--- src/rtl/iq_demodulator.sv ---
// Single-tone IQ demodulator: mixes the sample stream with a LUT-based NCO and
// integrates I/Q over fixed windows, reporting sums and a magnitude estimate.
module iq_demodulator #(
  parameter int STEP_FREQ = 100_000_000,
  parameter int FREQUENCY = 13_560_000,
  parameter int WINDOW    = 256,
  localparam int ACC_W    = 32 + $clog2(WINDOW)
) (
  input  logic                    clk_in,
  input  logic                    rst_n_in,
  input  logic signed [15:0]      sample_in,
  input  logic                    sample_valid_in,
  input  logic                    sync_in,
  output logic signed [ACC_W-1:0] i_out,
  output logic signed [ACC_W-1:0] q_out,
  output logic        [ACC_W:0]   mag_out,
  output logic                    valid_out
);

  localparam int CNT_W = $clog2(WINDOW);
  localparam logic [63:0] INCR_WIDE =
    ((64'(FREQUENCY) << 32) + 64'(STEP_FREQ / 2)) / 64'(STEP_FREQ);
  localparam logic [31:0]      PHASE_INCR = INCR_WIDE[31:0];
  localparam logic [CNT_W-1:0] CNT_LAST   = CNT_W'(WINDOW - 1);

  // First quarter of round(32767*sin(2*pi*n/64)); the rest follows by symmetry.
  function automatic logic signed [15:0] quarter_sin(input logic [4:0] n);
    logic signed [15:0] r;
    r = 16'sd0;
    case (n)
      5'd0:  r = 16'sd0;
      5'd1:  r = 16'sd3212;
      5'd2:  r = 16'sd6393;
      5'd3:  r = 16'sd9512;
      5'd4:  r = 16'sd12539;
      5'd5:  r = 16'sd15446;
      5'd6:  r = 16'sd18204;
      5'd7:  r = 16'sd20787;
      5'd8:  r = 16'sd23170;
      5'd9:  r = 16'sd25329;
      5'd10: r = 16'sd27245;
      5'd11: r = 16'sd28898;
      5'd12: r = 16'sd30273;
      5'd13: r = 16'sd31356;
      5'd14: r = 16'sd32137;
      5'd15: r = 16'sd32609;
      5'd16: r = 16'sd32767;
      default: r = 16'sd0;
    endcase
    return r;
  endfunction

  function automatic logic signed [15:0] lut_sin(input logic [5:0] idx);
    logic [4:0]         m;
    logic [5:0]         mirror;
    logic signed [15:0] amp;
    m      = idx[4:0];
    mirror = 6'd32 - {1'b0, m};
    if (m <= 5'd16) amp = quarter_sin(m);
    else            amp = quarter_sin(mirror[4:0]);
    return idx[5] ? -amp : amp;
  endfunction

  logic        [31:0]      phase_q, phase_d;
  logic                    va_q, va_d;
  logic signed [15:0]      sample_a_q, sample_a_d;
  logic signed [15:0]      sin_a_q, sin_a_d;
  logic signed [15:0]      cos_a_q, cos_a_d;
  logic                    vb_q, vb_d;
  logic signed [31:0]      prod_i_q, prod_i_d;
  logic signed [31:0]      prod_q_q, prod_q_d;
  logic signed [ACC_W-1:0] acc_i_q, acc_i_d;
  logic signed [ACC_W-1:0] acc_q_q, acc_q_d;
  logic        [CNT_W-1:0] cnt_q, cnt_d;
  logic                    hold_v_q, hold_v_d;
  logic signed [ACC_W-1:0] hold_i_q, hold_i_d;
  logic signed [ACC_W-1:0] hold_q_q, hold_q_d;
  logic signed [ACC_W-1:0] i_q, i_d;
  logic signed [ACC_W-1:0] q_q, q_d;
  logic        [ACC_W:0]   mag_q, mag_d;
  logic                    valid_q, valid_d;

  logic        [31:0]      phase_base;
  logic        [5:0]       sin_idx, cos_idx;
  logic signed [31:0]      sample_ext, sin_ext, cos_ext;
  logic        [ACC_W-1:0] sum_i, sum_q;
  logic        [ACC_W-1:0] abs_i, abs_q, mag_max, mag_min;

  always_comb begin
    // A sync edge restarts the carrier, so a coincident sample sees phase 0.
    phase_base = sync_in ? 32'd0 : phase_q;
    sin_idx    = phase_base[31:26];
    cos_idx    = phase_base[31:26] + 6'd16;

    phase_d    = phase_base;
    va_d       = 1'b0;
    sample_a_d = sample_a_q;
    sin_a_d    = sin_a_q;
    cos_a_d    = cos_a_q;
    if (sample_valid_in) begin
      va_d       = 1'b1;
      sample_a_d = sample_in;
      sin_a_d    = lut_sin(sin_idx);
      cos_a_d    = lut_sin(cos_idx);
      phase_d    = phase_base + PHASE_INCR;
    end

    sample_ext = {{16{sample_a_q[15]}}, sample_a_q};
    sin_ext    = {{16{sin_a_q[15]}}, sin_a_q};
    cos_ext    = {{16{cos_a_q[15]}}, cos_a_q};
    vb_d       = va_q & ~sync_in;
    prod_i_d   = prod_i_q;
    prod_q_d   = prod_q_q;
    if (va_q) begin
      prod_i_d = sample_ext * cos_ext;
      prod_q_d = sample_ext * sin_ext;
    end

    sum_i    = acc_i_q + {{(ACC_W-32){prod_i_q[31]}}, prod_i_q};
    sum_q    = acc_q_q + {{(ACC_W-32){prod_q_q[31]}}, prod_q_q};
    acc_i_d  = acc_i_q;
    acc_q_d  = acc_q_q;
    cnt_d    = cnt_q;
    hold_v_d = 1'b0;
    hold_i_d = hold_i_q;
    hold_q_d = hold_q_q;
    if (sync_in) begin
      acc_i_d = '0;
      acc_q_d = '0;
      cnt_d   = '0;
    end else if (vb_q) begin
      if (cnt_q == CNT_LAST) begin
        // Last sample of the window goes straight to the hold registers.
        hold_v_d = 1'b1;
        hold_i_d = sum_i;
        hold_q_d = sum_q;
        acc_i_d  = '0;
        acc_q_d  = '0;
        cnt_d    = '0;
      end else begin
        acc_i_d = sum_i;
        acc_q_d = sum_q;
        cnt_d   = cnt_q + CNT_W'(1);
      end
    end

    abs_i   = hold_i_q[ACC_W-1] ? -hold_i_q : hold_i_q;
    abs_q   = hold_q_q[ACC_W-1] ? -hold_q_q : hold_q_q;
    mag_max = (abs_i >= abs_q) ? abs_i : abs_q;
    mag_min = (abs_i >= abs_q) ? abs_q : abs_i;

    // The completed window is reported even if sync_in arrives now.
    valid_d = hold_v_q;
    i_d     = i_q;
    q_d     = q_q;
    mag_d   = mag_q;
    if (hold_v_q) begin
      i_d   = hold_i_q;
      q_d   = hold_q_q;
      mag_d = {1'b0, mag_max} + {3'b000, mag_min[ACC_W-1:2]}
            + {4'b0000, mag_min[ACC_W-1:3]};
    end
  end

  always_ff @(posedge clk_in or negedge rst_n_in) begin
    if (!rst_n_in) begin
      phase_q    <= '0;
      va_q       <= 1'b0;
      sample_a_q <= '0;
      sin_a_q    <= '0;
      cos_a_q    <= '0;
      vb_q       <= 1'b0;
      prod_i_q   <= '0;
      prod_q_q   <= '0;
      acc_i_q    <= '0;
      acc_q_q    <= '0;
      cnt_q      <= '0;
      hold_v_q   <= 1'b0;
      hold_i_q   <= '0;
      hold_q_q   <= '0;
      i_q        <= '0;
      q_q        <= '0;
      mag_q      <= '0;
      valid_q    <= 1'b0;
    end else begin
      phase_q    <= phase_d;
      va_q       <= va_d;
      sample_a_q <= sample_a_d;
      sin_a_q    <= sin_a_d;
      cos_a_q    <= cos_a_d;
      vb_q       <= vb_d;
      prod_i_q   <= prod_i_d;
      prod_q_q   <= prod_q_d;
      acc_i_q    <= acc_i_d;
      acc_q_q    <= acc_q_d;
      cnt_q      <= cnt_d;
      hold_v_q   <= hold_v_d;
      hold_i_q   <= hold_i_d;
      hold_q_q   <= hold_q_d;
      i_q        <= i_d;
      q_q        <= q_d;
      mag_q      <= mag_d;
      valid_q    <= valid_d;
    end
  end

  assign i_out     = i_q;
  assign q_out     = q_q;
  assign mag_out   = mag_q;
  assign valid_out = valid_q;

endmodule

--- config.mk ---
export PLATFORM = sky130hd
export DESIGN_NAME = iq_demodulator
export DESIGN_NICKNAME = d
export VERILOG_FILES = /design/src/rtl/iq_demodulator.sv
export SDC_FILE = /design/constraint.sdc
export NUM_CORES = 2
export LEC_CHECK = 0
export CAP_MARGIN = 30
export CORE_ASPECT_RATIO = 1.4
export CORE_MARGIN = 2
export CORE_UTILIZATION = 69
export CTS_CLUSTER_DIAMETER = 80
export DETAILED_ROUTE_END_ITERATION = 6
export PLACE_DENSITY = 0.9
export SLEW_MARGIN = 20
export SYNTH_ARGS = -nofsm -noshare
export SYNTH_HDL_FRONTEND = slang
export SYNTH_SLANG_ARGS = --single-unit
--- constraint.sdc ---
create_clock -name clk_in -period 12.7 [get_ports clk_in]
set_input_delay 2.54 -clock clk_in [delete_from_list [all_inputs] [get_ports clk_in]]
set_output_delay 2.54 -clock clk_in [all_outputs]
set_load 0.005 [all_outputs]
==> results.sh <==
export IMPL_maxCapViolations=0
export IMPL_slew_viol_final=0
export IMPL_multi_input_area_sq_mm=0.0337
export IMPL_port_buffer_count=141
export IMPL_fin_cells=5977
export IMPL_hold_viol_final=0
export IMPL_avgRoutedWirePerCell_um=21.2
export IMPL_dp_cells=5888
export IMPL_clk_pin_slew_ns=0.07
export IMPL_ioPinCount=142
export IMPL_syn_avg_cell_area_sq_um=9.62
export IMPL_drt_vias_per_instance=6.24
export IMPL_grt_ovfl_total=0
export IMPL_post_route_period_util_pct=78.6
export IMPL_rows=114
export IMPL_grt_pass1_wl_mm=203
export IMPL_vias=37300
export IMPL_antenna_left=0
export IMPL_yosys_register_bits=437
export IMPL_cp_slowest_cell="a221oi_1"
export IMPL_synthFlopType="dfrtp_1"
export IMPL_seq_area_sq_mm=0.0109
export IMPL_rrSetupSlack_ns=2.72
export IMPL_r2r_cells=31
export IMPL_cts_buffers=47
export IMPL_postCtsSetupBuffers=0
export IMPL_nFillCells=4685
export IMPL_synth_nets=5918
export IMPL_dr_pass1_iters=6
export IMPL_max_clock_freq_ghz=0.100
export IMPL_grt_pass1_vias=39200
export IMPL_drive_above_1_share_pct=8.70
export IMPL_synth_area_sq_mm=0.0481
export IMPL_grt_start_max_net_pins=145
export IMPL_skew_ns=0.0239
export IMPL_worst_skew_pair_late_latency_ns=0.65
export IMPL_yosysWarnings=0
export IMPL_clock_sinks=437
export IMPL_die_w_um=227
export IMPL_nets=5925
export IMPL_syn_inst=5005
export IMPL_place_congestion=1.00
export IMPL_drc=0
export IMPL_dieHeight_um=316
export IMPL_critPathLaunchType="flop"
export IMPL_synth_cell_types=84
export IMPL_antenna_found_initial=1
export IMPL_final_common_cell="inv_1"
export IMPL_worstHoldEndpoint="mag_out[5]"
export IMPL_area_delta_synth_final_pct=7.66
export IMPL_critPathCaptureType="flop"
export IMPL_cts_root_buf="clkbuf_16"
export IMPL_crit_type="reg2reg"
export IMPL_fin_crit_ns=9.98
export IMPL_synthDominantAreaCellType="fa_1"
export IMPL_arrival_ns=10.47
export IMPL_synth_edf_count=0
export IMPL_critical_path_max_fanout=44
export IMPL_yosysSeqAreaShare_pct=22.7
export IMPL_dieArea_sq_mm=0.0719
export IMPL_hold_class="reg2reg"
export IMPL_cts_max_level=2
export IMPL_cts_tree="done"
export IMPL_min_path_cells=1
export IMPL_rsz0062_at_grt="no"
export IMPL_synth_top_area_share_pct=23.2
export IMPL_tns_ns=0
export IMPL_worstPathRequired_ns=13.18
export IMPL_async_flop_share_pct=100
export IMPL_relSlewSlack_pct=32.2
export IMPL_ys_top_cells_by_area="fa_1, dfrtp_1, ha_1, mux2_2, inv_1"
export IMPL_ctsResizeCount=0
export IMPL_final_cell_mix="inv_1, fa_1, nand2_1, dfrtp_1, ha_1"
export IMPL_ctsHoldBuffers=0
export IMPL_drtIter0Drc=2525
export IMPL_grt_total_usage_pct=36.2
export IMPL_post_dp_hpwl_mm=96.5
export IMPL_max_clock_path_buffers=3
export IMPL_status="completed"
export IMPL_worstReg2RegEnd="mag_out[40]"
export IMPL_hp_start="mag_out[5]"
export IMPL_wl_mm=127
export IMPL_cpPeakStageDelay_ns=0.72
export IMPL_worst_pin_slew_ns=1.02
export IMPL_setup_viol_count_final=0
export IMPL_initial_core_util_pct=69.7
export IMPL_core_area_sq_mm=0.0690
export IMPL_rr_startpoint="hold_i_q[6]"
-- cell usage after synthesis (14+ instances only) --
cell type	n
a211oi_1	39
a21o_1	108
a21oi_1	227
a22o_1	79
a31oi_1	40
and2_1	220
and3_1	31
buf_1	14
clkbuf_1	190
dfrtp_1	437
fa_1	558
ha_1	335
inv_1	703
mux2_2	272
mux2i_1	44
nand2_1	462
nand2b_1	62
nand3_1	47
nand4_1	20
nor2_1	165
nor2b_1	35
nor3_1	46
nor4_1	18
o211ai_1	22
o21a_1	28
o21ai_0	183
o21bai_1	28
o31ai_1	37
o41ai_1	19
or2_2	14
or3_1	32
or4_1	15
xnor2_1	176
xor2_1	124
-- layout make-up --
type,instances,share of cell area (%)
flip-flops and latches,437,21.1
repair buffers,178,3.34
inverters,708,5.13
clock buffers,66,2.74
multi-input cells,3640,65.0
well taps,928,2.24
clock inverters,19,0.425
diodes,1,0.00483
-- worst max-delay path by stage --
stage                       end         start
floorplan           mag_out[38]  hold_i_q[12]
global placement    mag_out[40]  hold_i_q[12]
detailed placement  mag_out[40]   hold_i_q[6]
CTS                 mag_out[40]   hold_i_q[5]
global route        mag_out[38]  hold_i_q[10]
finish              mag_out[40]   hold_i_q[6]
-- worst max-delay path, delay by kind of cell (launching register included) --
| family | cells | cell delay, ns |
|---|---|---|
| adder cells (fa/ha/maj) | 3 | 0.88 |
| AND/OR/NAND/NOR | 6 | 2.16 |
| AO/OA/AOI/OAI | 18 | 5.29 |
| buffers and inverters | 2 | 0.43 |
| XOR/XNOR | 1 | 0.32 |
| flip-flops | 1 | 0.43 |
| multiplexers | 1 | 0.23 |
-- sequential cells by signal, indices dropped and copies added (netlist names) --
register and flops:
cos_a_q 16, sin_a_q 16, valid_out 1, sample_a_q 16
cnt_q 8, phase_q 32, q_out 40, vb_q 1
prod_q_q 32, va_q 1, acc_i_q 40, acc_q_q 40
prod_i_q 32, mag_out 41, i_out 40, hold_i_q 40
hold_q_q 40, hold_v_q 1
-- layer usage --
metal / vias up / routed length [um] / track usage [%]
met1: 18500 / 45400 / 41.0
li1: 16600 / - / -
met3: 548 / 8300 / 6.02
met2: 1598 / 63500 / 63.0
met4: 0 / 9530 / 23.9
met5: - / 0 / 0
-- metrics by stage --
step / utilization (%) / worst slack [ns] / hold WS [ns] / area, sq um
after global placement: 72.6 / 3.04 / 0.462 / 50100
after CTS: 75.0 / 2.82 / 0.488 / 51800
after global routing: 75.0 / 2.28 / 0.517 / 51800
after floorplan: - / 4.81 / 0.352 / 48100
final: 75.1 / 2.72 / 0.485 / 51800
after detailed placement: 72.6 / 2.87 / 0.476 / 50100
-- cells by family after synthesis --
kind of cell | count (synthesis) | synth area share, %
AOI/OAI and AO/OA | 926 | 12.8
and+or+nand+nor | 1196 | 12.2
muxes | 320 | 7.44
adders and majority gates | 897 | 32.0
buffers and inverters | 928 | 7.33
xor gates and xnor gates | 301 | 5.49
DFF | 437 | 22.7
Power is left out: the tool's default activity adds up to more than one toggle a clock period on the data nets, which glitch-free logic cannot reach.
